File: src/rtl/inst_encoder_writer_pkg.sv
// Shared constants for the RV32I instruction encoder/writer.
// Provides the 5-bit opcode class values (instruction[6:2]), the default
// filler word used for rejected requests, and the immediate range limits
// for each encoding format, plus a small signed range helper.
package inst_encoder_writer_pkg;

  // Opcode classes, instruction[6:2]
  localparam logic [4:0] OPC_LUI_5       = 5'b01101;
  localparam logic [4:0] OPC_AUIPC_5     = 5'b00101;
  localparam logic [4:0] OPC_JAL_5       = 5'b11011;
  localparam logic [4:0] OPC_JALR_5      = 5'b11001;
  localparam logic [4:0] OPC_BRANCH_5    = 5'b11000;
  localparam logic [4:0] OPC_STORE_5     = 5'b01000;
  localparam logic [4:0] OPC_LOAD_5      = 5'b00000;
  localparam logic [4:0] OPC_ARI_RTYPE_5 = 5'b01100;
  localparam logic [4:0] OPC_ARI_ITYPE_5 = 5'b00100;
  localparam logic [4:0] OPC_CSR_5       = 5'b11100;

  // funct3 values that turn an ARI_ITYPE into a shift-immediate
  localparam logic [2:0] FNC_SLL     = 3'b001;
  localparam logic [2:0] FNC_SRL_SRA = 3'b101;

  // addi x0,x0,0
  localparam logic [31:0] DEFAULT_NOP_WORD = 32'h0000_0013;

  // Immediate limits per format (inclusive)
  localparam int IMM12_MIN = -2048;
  localparam int IMM12_MAX = 2047;
  localparam int SHAMT_MIN = 0;
  localparam int SHAMT_MAX = 31;
  localparam int BR_MIN    = -4096;
  localparam int BR_MAX    = 4094;
  localparam int JAL_MIN   = -1048576;
  localparam int JAL_MAX   = 1048574;

  function automatic logic in_range(input logic signed [31:0] v,
                                    input int lo, input int hi);
    return (v >= lo) && (v <= hi);
  endfunction

endpackage

File: src/rtl/inst_encoder_writer_field_pack.sv
// inst_field_pack: combinational RV32I field packer.
// Builds the 32-bit instruction word from decoded fields and reports whether
// the immediate is legal for the selected format.
// Ports:
//   opcode5/rd/rs1/rs2/funct3/funct7/imm : decoded request fields
//   inst   : packed instruction (zero for an unknown opcode class)
//   imm_ok : immediate in range/aligned for the format (0 for unknown opcode)
module inst_field_pack
  import inst_encoder_writer_pkg::*;
(
  input  logic [4:0]  opcode5,
  input  logic [4:0]  rd,
  input  logic [4:0]  rs1,
  input  logic [4:0]  rs2,
  input  logic [2:0]  funct3,
  input  logic [6:0]  funct7,
  input  logic [31:0] imm,
  output logic [31:0] inst,
  output logic        imm_ok
);

  logic signed [31:0] imm_s;
  logic [6:0]         opc7;

  assign imm_s = imm;
  assign opc7  = {opcode5, 2'b11};

  always_comb begin
    inst   = '0;
    imm_ok = 1'b0;
    case (opcode5)
      OPC_ARI_RTYPE_5: begin
        inst   = {funct7, rs2, rs1, funct3, rd, opc7};
        imm_ok = 1'b1;
      end
      OPC_ARI_ITYPE_5, OPC_LOAD_5, OPC_JALR_5: begin
        // Only the ALU class has shift-immediates; LH/LHU share funct3 codes
        if ((opcode5 == OPC_ARI_ITYPE_5) &&
            ((funct3 == FNC_SLL) || (funct3 == FNC_SRL_SRA))) begin
          inst   = {funct7, imm[4:0], rs1, funct3, rd, opc7};
          imm_ok = in_range(imm_s, SHAMT_MIN, SHAMT_MAX);
        end else begin
          inst   = {imm[11:0], rs1, funct3, rd, opc7};
          imm_ok = in_range(imm_s, IMM12_MIN, IMM12_MAX);
        end
      end
      OPC_STORE_5: begin
        inst   = {imm[11:5], rs2, rs1, funct3, imm[4:0], opc7};
        imm_ok = in_range(imm_s, IMM12_MIN, IMM12_MAX);
      end
      OPC_BRANCH_5: begin
        inst   = {imm[12], imm[10:5], rs2, rs1, funct3, imm[4:1], imm[11], opc7};
        imm_ok = in_range(imm_s, BR_MIN, BR_MAX) && !imm[0];
      end
      OPC_JAL_5: begin
        inst   = {imm[20], imm[10:1], imm[11], imm[19:12], rd, opc7};
        imm_ok = in_range(imm_s, JAL_MIN, JAL_MAX) && !imm[0];
      end
      OPC_LUI_5, OPC_AUIPC_5: begin
        inst   = {imm[31:12], rd, opc7};
        imm_ok = (imm[11:0] == 12'h000);
      end
      OPC_CSR_5: begin
        // CSR number comes from {funct7,rs2}; the zimm lives in imm[4:0]
        inst   = {funct7, rs2, imm[4:0], funct3, rd, opc7};
        imm_ok = (imm[31:5] == 27'd0);
      end
      default: begin
        inst   = '0;
        imm_ok = 1'b0;
      end
    endcase
  end

endmodule

File: src/rtl/inst_encoder_writer.sv
// inst_encoder_writer: encodes decoded RV32I requests into instruction words
// and streams them with auto-incrementing byte addresses to an IMEM/BIOS
// write port through a 2-entry output buffer.
// Ports:
//   clk, rst          : clock, synchronous active-high reset
//   start, start_addr : reload address, flush buffer, clear errors/count
//   in_valid/in_ready : request handshake; in_opcode5..in_imm request fields
//   out_valid/out_ready, out_addr, out_inst : write-port handshake and word
//   err_range, err_addr : sticky validation error and first failing address
//   count             : words transferred since reset/start, saturating
module inst_encoder_writer
  import inst_encoder_writer_pkg::*;
#(
  parameter int                ADDR_W    = 32,
  parameter logic [ADDR_W-1:0] BASE_ADDR = '0,
  parameter logic [31:0]       NOP_WORD  = DEFAULT_NOP_WORD
) (
  input  logic              clk,
  input  logic              rst,
  input  logic              start,
  input  logic [ADDR_W-1:0] start_addr,
  input  logic              in_valid,
  output logic              in_ready,
  input  logic [4:0]        in_opcode5,
  input  logic [4:0]        in_rd,
  input  logic [4:0]        in_rs1,
  input  logic [4:0]        in_rs2,
  input  logic [2:0]        in_funct3,
  input  logic [6:0]        in_funct7,
  input  logic [31:0]       in_imm,
  output logic              out_valid,
  input  logic              out_ready,
  output logic [ADDR_W-1:0] out_addr,
  output logic [31:0]       out_inst,
  output logic              err_range,
  output logic [ADDR_W-1:0] err_addr,
  output logic [15:0]       count
);

  logic [31:0]       packed_inst;
  logic              imm_ok;
  logic [31:0]       enc_inst;
  logic [ADDR_W-1:0] addr_q;

  // Second buffer slot behind the output register
  logic              spill_vld;
  logic [ADDR_W-1:0] spill_addr;
  logic [31:0]       spill_inst;

  logic push, pop, full;
  logic head_from_in, head_from_spill, spill_load;

  inst_field_pack u_pack (
    .opcode5 (in_opcode5),
    .rd      (in_rd),
    .rs1     (in_rs1),
    .rs2     (in_rs2),
    .funct3  (in_funct3),
    .funct7  (in_funct7),
    .imm     (in_imm),
    .inst    (packed_inst),
    .imm_ok  (imm_ok)
  );

  assign enc_inst = imm_ok ? packed_inst : NOP_WORD;

  assign full     = out_valid && spill_vld;
  assign in_ready = !rst && !start && !full;
  assign push     = in_valid && in_ready;
  assign pop      = out_valid && out_ready;

  // Push is impossible while the spill slot is occupied (buffer full), so
  // these three load conditions never overlap.
  assign head_from_in    = push && (!out_valid || pop);
  assign head_from_spill = pop && spill_vld;
  assign spill_load      = push && out_valid && !pop;

  // ---- request accept -> output register / spill slot ----
  always_ff @(posedge clk) begin
    if (rst) begin
      out_valid <= 1'b0;
      spill_vld <= 1'b0;
      out_inst  <= '0;
      out_addr  <= BASE_ADDR;
      addr_q    <= BASE_ADDR;
      err_range <= 1'b0;
      err_addr  <= '0;
      count     <= '0;
    end else if (start) begin
      out_valid <= 1'b0;
      spill_vld <= 1'b0;
      addr_q    <= start_addr;
      err_range <= 1'b0;
      err_addr  <= '0;
      count     <= '0;
    end else begin
      if (push) begin
        addr_q <= addr_q + ADDR_W'(4);
        if (!imm_ok) begin
          err_range <= 1'b1;
          if (!err_range) err_addr <= addr_q;
        end
      end

      if (pop && (count != 16'hFFFF)) count <= count + 16'd1;

      if (head_from_spill) begin
        out_inst  <= spill_inst;
        out_addr  <= spill_addr;
        spill_vld <= 1'b0;
      end else if (head_from_in) begin
        out_inst  <= enc_inst;
        out_addr  <= addr_q;
        out_valid <= 1'b1;
      end else if (spill_load) begin
        spill_vld <= 1'b1;
      end else if (pop) begin
        out_valid <= 1'b0;
      end
    end
  end

  // ---- spill slot data (qualified by spill_vld) ----
  always_ff @(posedge clk) begin
    if (spill_load) begin
      spill_inst <= enc_inst;
      spill_addr <= addr_q;
    end
  end

endmodule

File: config.mk
export PLATFORM = sky130hd
export DESIGN_NAME = inst_encoder_writer
export DESIGN_NICKNAME = d
export VERILOG_FILES = /design/src/rtl/inst_encoder_writer_pkg.sv /design/src/rtl/inst_encoder_writer_field_pack.sv /design/src/rtl/inst_encoder_writer.sv
export SDC_FILE = /design/constraint.sdc
export NUM_CORES = 1
export LEC_CHECK = 0
export CAP_MARGIN = 20
export CORE_ASPECT_RATIO = 0.6
export CORE_MARGIN = 2
export CORE_UTILIZATION = 53
export CTS_CLUSTER_SIZE = 20
export DETAILED_ROUTE_END_ITERATION = 10
export GPL_TIMING_DRIVEN = 0
export PLACE_DENSITY = 0.83
export SLEW_MARGIN = 25
export SYNTH_ARGS = -nofsm -noshare
export SYNTH_HDL_FRONTEND = slang
export SYNTH_SLANG_ARGS = --single-unit
File: constraint.sdc
create_clock -name clk -period 11.5 [get_ports clk]
set_clock_uncertainty 0.15 [all_clocks]
set_input_delay 2.3 -clock clk [delete_from_list [all_inputs] [get_ports clk]]
set_output_delay 2.3 -clock clk [all_outputs]
set_load 0.05 [all_outputs]
**Yosys cells after proc, flatten, opt, wreduce, memory -nomap -nowiden**

Index checks and enable logic that the tools add are counted.

- Register bits: 211
- Bits of input ports: 99
- Output and inout port bits: 115

- Add/subtract/negate cells: 2
- Magnitude comparators: 8
- Eq/ne operators: 13
- Multiplexer cells: 14
- Bitwise gates (word level): 5
- Reduce and logical (&&, ||, !) cells: 40

Operator list:

| kind | count |
|---|---|
| two-way mux 32 bit | 8 |
| case mux 32 bit (7 select lines) | 1 |
| adder 32 x 3 -> 32 bit, second input constant | 1 |
| greater-or-equal comparator 32 x 1 -> 1 bit, second input constant | 1 |
| greater-or-equal comparator 32 x 12 -> 1 bit, second input constant | 1 |
| greater-or-equal comparator 32 x 13 -> 1 bit, second input constant | 1 |
| greater-or-equal comparator 32 x 21 -> 1 bit, second input constant | 1 |
| less-or-equal comparator 32 x 12 -> 1 bit, second input constant | 1 |
| less-or-equal comparator 32 x 13 -> 1 bit, second input constant | 1 |
| less-or-equal comparator 32 x 21 -> 1 bit, second input constant | 1 |
| less-or-equal comparator 32 x 6 -> 1 bit, second input constant | 1 |
| zero test 27 bit | 1 |
| equality test 5 bit, second input constant | 4 |
| logical AND 1 bit | 17 |
| adder 16 x 1 -> 16 bit, second input constant | 1 |
| inequality test 16 bit, second input constant | 1 |
| equality test 5 x 4 -> 1 bit, second input constant | 3 |
| zero test 12 bit | 1 |
| equality test 5 x 3 -> 1 bit, second input constant | 2 |
| case mux 1 bit (7 select lines) | 1 |
| zero test 1 bit | 6 |
| AND reduction 2 bit | 3 |
| AND reduction 3 bit | 2 |
| nonzero test 2 bit | 3 |
| other kinds (9) | 19 |

**Depth between registers and ports, before layout**

Gate-level depths: netlist (run 1).

- Word-level depth: 8
- Mapped depth: 9
- Mapped depth without buffers: 7

**Modules after synthesis**

A second synthesis (run 1) with hierarchy kept.

- Cells, all modules: 1087
- Area total of the unflattened synthesis: 9611.7 µm²

Modules (own cells, without submodules):

| module | instances | cells an instance | area each (µm²) | seq. area each (µm²) |
|---|---|---|---|---|
| inst_encoder_writer | 1 | 942 | 8672.1 | 4864.7 |
| inst_field_pack | 1 | 145 | 939.7 | 0.0 |

**Least setup slack after synthesis (run 1)**

No wires, ideal clock.

- Path kind: input to output
- From: input port start
- To: output port in_ready
- Arrival time: 3754 ps
- Required time: 9050 ps
- Setup slack: 5296 ps
- Stages on the path: 4
- Path buffers: 2
- Cell sequence: clkbuf_1 -> or2_2 -> clkbuf_1 -> a21oi_1

- Longest elaborated chain between the ends: 3

Ends and longest elaborated chain:

| item | RTL line | text |
|---|---|---|
| from (decl) | inst_encoder_writer.sv:20 | `input logic start,` |
| zero test 1 bit | inst_encoder_writer.sv:68 | `assign in_ready = !rst && !start && !full;` |
| logical AND 1 bit (2 in a row) | inst_encoder_writer.sv:68 |  |
| to (decl) | inst_encoder_writer.sv:23 | `output logic in_ready,` |

No other way between the ends.

**Worst setup path in the final report (run 1)**

Ends and elaborated chain as after synthesis.

==> results.md, run 1 <==
- Post-Syn Area: roughly 0.0096 sq mm
- Status: completed
- Startpoint types: primary input
- Comb pwr share: 13.8%
- Drt initial violations: 1810
- Max FO, Critical Path: 10
- Clock tree buffer depth: 3
- Clk sinks: 209
- Reg2Reg Launch Point: addr_q[8]$_SDFFE_PP0N_
- Area grow syn2layout: 32.3%
- Fin. max-slew vios: 0
- Total power: between 1500 and 2000 uW
- Peak supply drop: 0.106 mV
- Fin crit share: 62.6%
- First-pass detailed-route iteration total: 10
- Die area: 0.0192 sq mm
- R2R depth: 7
- H-tree depth: 1
- Starting Density: 53.7%
- RSZ-0062 raised after global routing: false
- Static Leak: ~0.0044 uW
- Setup TNS: 0 ns
- Residual DRC count: 0
- Post-route non-filler standard cell count: 1552
- Hpwl dp: 24400 um
- CP endpoint kind: primary output
- Mean Syn Cell Area: 9.02 sq um
- Int Pwr: 1260 uW
- Synth Instances: 1064
- GRT Util Overall: 34.1%
- Post-route ant nets: 0
- Commonest cells post-synth: 151 x nand2_1, 146 x dfxtp_1, 144 x nor2_1
- Clk Tree Root Cell: clkbuf_16
- Yosys cell types: just over 60
- Worst-Skew Late Latency: around 0.5 ns
- Fraction of layout cells with a size suffix above 1: 3.96%
- R2R setup slack: ~8.5 ns
- Final core occ: approximately 71%
- R2R Path End: addr_q[24]$_SDFFE_PP0N_
- Net Sw Frac: 26.6%
- Cts hold-fix bufs: 0
- Synth Net Count: 1165
- Post-synth EDFFs: 63
- Tmin final: 7.20 ns
- RD Place Congestion: ~0.98
- Worst hold-check path type: reg2reg
- Nets: 1399
- Overall routed net length: 33500 um
- Vias in the first global route: 9113
- Psw: 455 uW
- Largest net degree at the start of global routing: 38
- Worst EP arrival: 4.75 ns
- Synth area leader: dfxtp_1
- Seq pwr share: 46.7%
- Max Cap Viol: 0
- CTS resizes: 0
- Input/output buffers: 211
- Async SR Flop Fraction: 0%
- Hold Fails Final Rpt: 0
- I/O Pins: 214
- Beginning of the critical path: start
- CTS tree: done
- Initial antenna violation count: 0
- Worst-path clk slew: 0.06 ns
- Pwr Density: 135 mW/mm^2
- Placed cell count: 1516
- Slew HR: a little under two fifths
- Avg WL per Cell: between 20 and 25 um
- Synthesized flop and latch total: about 210
- Sequential share of the synthesized area: 50.2%
- Setup crit end: in_ready
- Final Setup Violations: 0
- Post-CTS setup buffer count: 0
- Synth Warn #: 0
- Global route overflow: 0
- Max Freq: 139 MHz
- Die W: 178 um
- Worst slew pin tran: 0.938 ns
- Vias after detailed routing: 9867
- Die Ht: 108 um
- Final setup margin: 4.30 ns
- Power share of the clock group: 39.5%
- Most frequent cell after synthesis: nand2_1
- Critical path type: in2out
- Vias per std cell: 6.36
- Area share of the largest cell type after synthesis: 30.5%
- Row count: 38
- Top_reg_cell synth: dfxtp_1
- Required time of the critical path: 9.05 ns
- Core area: 0.0179 sq mm
- Synth area leaders: dfxtp_1 30%, edfxtp_1 20%, nand2_1 5.9%
- Dpl ws: 4.31 ns
- Num CTS Buffers: 20
- # fillers: 1392
- First-pass GRT wire length: 50600 um
- Antenna diode count: 0
==> state kept, by name, summed over array words and instances (netlist names) <==
name        flops
addr_q         32
count          16
err_addr       32
err_range       1
out_addr       32
out_inst       31
out_valid       1
spill_addr     32
spill_inst     31
spill_vld       1
==> worst max-delay path: stages <==
cell             delay [ns]
clkdlybuf4s50_1        0.46
clkbuf_1               0.27
or2_2                  0.40
clkbuf_1               0.26
a21oi_1                0.22
clkdlybuf4s50_1        0.84
==> cell usage in the layout, fill, tap and decap left out, types with 20 or more instances in the layout <==
cell type,instances
nand3_1,20
nor2_1,144
mux2i_1,35
clkdlybuf4s50_1,211
a222oi_1,21
a311oi_1,34
o21ai_0,34
nand2_1,151
edfxtp_1,63
inv_1,33
clkbuf_16,22
nand4_1,22
clkbuf_1,68
a21oi_1,62
dfxtp_1,146
==> power groups by stage <==
stage               sequential, uW  clock, uW  combinational [uW]
global placement               814          0                 226
CTS                            798        675                 231
global route                   801        702                 248
finish                         799        675                 236
detailed placement             815          0                 229
floorplan                      855          0                83.2
==> layout make-up <==
type                            instances  area (sq um)  area share, %
Sequential cell                       209          4810           37.9
Multi-Input combinational cell        740          4320           34.0
Timing Repair Buffer                  212          2130           16.8
Clock buffer                           31           604           4.76
Buffer                                 82           345           2.72
Tap cell                              240           300           2.36
Inverter                               33           124          0.976
Clock inverter                          5          57.6          0.453
==> cells by family (layout without fill, tap and decap cells) <==
family,after synthesis,after routing,synth area share (%)
and+or+nand+nor,429,429,20.5
muxes,35,35,3.65
adders and majority gates,2,2,0.261
buffers and inverters,115,363,4.89
other,1,1,0.0391
xor gates and xnor gates,14,14,1.28
DFF,209,209,50.2
AOI/OAI and AO/OA,259,259,19.2
==> how the worst min path moves through the flow <==
| stage | from | endpoint | slack [ns] | depth (start not counted) |
|---|---|---|---|---|
| after global routing | addr_q[5]$_SDFFE_PP0N_ | spill_addr[5]$_DFFE_PP_ | 0.30 | 0 |
| final | addr_q[5]$_SDFFE_PP0N_ | spill_addr[5]$_DFFE_PP_ | 0.28 | 0 |
| after CTS | addr_q[5]$_SDFFE_PP0N_ | spill_addr[5]$_DFFE_PP_ | 0.28 | 0 |
| after floorplan | addr_q[13]$_SDFFE_PP0N_ | spill_addr[13]$_DFFE_PP_ | 0.26 | 0 |
| after detailed placement | addr_q[23]$_SDFFE_PP0N_ | spill_addr[23]$_DFFE_PP_ | 0.27 | 0 |
| after global placement | addr_q[23]$_SDFFE_PP0N_ | spill_addr[23]$_DFFE_PP_ | 0.26 | 0 |
==> stage by stage <==
| stage | hold WS [ns] | cell area, sq um |
|---|---|---|
| after global routing | 0.298 | 12700 |
| after floorplan | 0.256 | 9590 |
| final | 0.284 | 12700 |
| after CTS | 0.283 | 12700 |
| after detailed placement | 0.267 | 12000 |
| after global placement | 0.257 | 12000 |
==> routing by layer <==
metal  share of wire [%]  track usage [%]
met3                  14             9.04
met5                   0                0
met2                  41             47.8
met1                  43             51.9
met4                 2.2             7.90
(Power assumes the default switching activity.)
==> run 2, diff against run 1 <==
CORE_UTILIZATION = 51   (was 53)
PLACE_DENSITY = 0.81   (was 0.83)
clock period = 7.1 ns   (was 11.5 ns; I/O delays follow)
==> run 2 against run 1 <==
  * Sequential share of layout area decreased by 0.071 points
  * Utilization is 1.3 points lower
  * Die area is 3.8% higher
  * Critical endpoint unchanged
  * Clock-buffer cell count down 3
  * Combinational power up 62%
  * First-iteration DRC count down 3.4%
  * Non-clock buffer count did not move
  * Clock power up 64%
  * Sequential power up 61%
  * Register-to-register slack worse by 4.4 ns
  * Worst setup slack lost 2.7 ns
==> results.md, run 2 (synthesis results as in run 1) <==
- Row count: 38
- Required time of the critical path: between 5 and 6 ns
- Fin crit share: 77.4%
- Worst hold-check path type: reg2reg
- Most common cell after layout, fill and taps aside: clkdlybuf4s50_1
- Status: completed
- Dpl cell area: 0.0120 sq mm
- Pwr Density: 219 mW/mm^2
- Reg2Reg Launch Point: addr_q[8]$_SDFFE_PP0N_
- R2R setup slack: roughly 4.1 ns
- Worst slew pin tran: 0.942 ns
- GRT Util Overall: around a third
- Worst EP arrival: a little under 4 ns
- Die W: 181 um
- Max Freq: 182 MHz
- Worst-Skew Late Latency: 0.50 ns
- GR peak layer: met1
- Multi-input logic area: between 0.004 and 0.005 sq mm
- Met1 GRT Util: 50.5%
- Clk Tree Root Cell: clkbuf_16
- Final Cell Area: around 0.013 sq mm
- Input/output buffers: approximately 210
- Worst-path clk slew: approximately 0.06 ns
- R2R Path End: addr_q[24]$_SDFFE_PP0N_
- Static Leak: 0.00440 uW
- Peak supply drop: 0.158 mV
- Fraction of layout cells with a size suffix above 1: 4.27%
- Avg WL per Cell: 21.6 um
- Num CTS Buffers: 21
- Initial antenna violation count: 0
- Register area: 0.00481 sq mm
- RSZ-0062 raised after global routing: false
- First-pass GRT wire length: 50600 um
- Max FO, Critical Path: 10
- Overall routed net length: 33600 um
- Total power: approximately 2800 uW
- R2R depth: 7
- Slew HR: roughly 37%
- Largest net degree at the start of global routing: 46
- Residual DRC count: 0
- Vias in the first global route: 8793
- H-tree depth: 1
- M2 GR Usage: 46.3%
- Die Ht: 110 um
- Hpwl dp: 24800 um
- CP endpoint kind: primary output
- Startpoint types: primary input
- Hold Fails Final Rpt: 0
- Global route overflow: 0
- # fillers: between 1000 and 1500
- Cts hold-fix bufs: 0
- Tmin final: 5.49 ns
- Setup TNS: 0 ns
- Area grow syn2layout: 32.6%
- Post-route ant nets: 0
- Clk sinks: approximately 210
- Antenna diode count: 0
- Vias after detailed routing: 9766
- GRT met3 Usage: under 10%
- Die area: ~0.020 sq mm
- Hold EP: spill_addr[5]$_DFFE_PP_
- Beginning of the critical path: start
- RD Place Congestion: between 1 and 1.5
- Clock tree buffer depth: 3
- Starting Density: 52.5%
- Most frequent cells in the layout: 211 x clkdlybuf4s50_1, 151 x nand2_1, 146 x dfxtp_1
- Final Setup Violations: 0
- Drt initial violations: 1748
- Hold path start: addr_q[5]$_SDFFE_PP0N_
- Post-CTS setup buffer count: 0
- CTS resizes: 0
- Dpl ws: 1.63 ns
- Max Cap Viol: 0
- Hold Path Depth: 0
- I/O Pins: 214
- Nets: 1400
- Core area: 0.0183 sq mm
- Vias per std cell: 6.29
- Critical path type: in2out
- Fin. max-slew vios: 0
- Final setup margin: between 1.5 and 2 ns
- First-pass detailed-route iteration total: 9
- CTS tree: done
==> run 2: report_power, final <==
part / total (uW) / internal (uW) / switching [uW]
clock network: 1110 / 629 / 477
logic: 383 / 145 / 238
registers: 1290 / 1260 / 34.1
total: 2780 / 2030 / 748
==> run 2: worst max-delay path: stages <==
cell	delay (ns)
clkdlybuf4s50_1	0.47
clkbuf_1	0.29
or2_2	0.40
clkbuf_1	0.26
a21oi_1	0.24
clkdlybuf4s50_1	0.84
==> run 2: worst max path at each step <==
stage	end	slack, ns
after floorplan	spill_addr[0]$_DFFE_PP_	2.51
after global placement	spill_inst[15]$_DFFE_PP_	0.47
after detailed placement	in_ready	1.63
after CTS	in_ready	1.62
after global routing	in_ready	1.52
final	in_ready	1.61
==> run 2: routing by layer <==
metal  part of all wire [%]  vias up
li1                       -     4399
met1                     45     4553
met2                     39      744
met3                     15       70
met4                    1.9        0
met5                      0        -
==> run 2: layout make-up <==
class | instances | area share [%]
Inverter | 33 | 0.974
Timing Repair Buffer | 212 | 16.8
Clock inverter | 9 | 0.669
Buffer | 82 | 2.71
Tap cell | 240 | 2.36
Sequential cell | 209 | 37.8
Clock buffer | 28 | 4.66
Multi-Input combinational cell | 740 | 34.0
==> run 2: per-stage QoR <==
stage / util, % / cells / hold WS (ns)
after floorplan: - / 1064 / 0.256
after global placement: 65.8 / 1515 / 0.259
after detailed placement: 65.9 / 1516 / 0.263
after CTS: 69.6 / 1553 / 0.272
after global routing: 69.7 / 1553 / 0.285
final: 69.7 / 1553 / 0.275
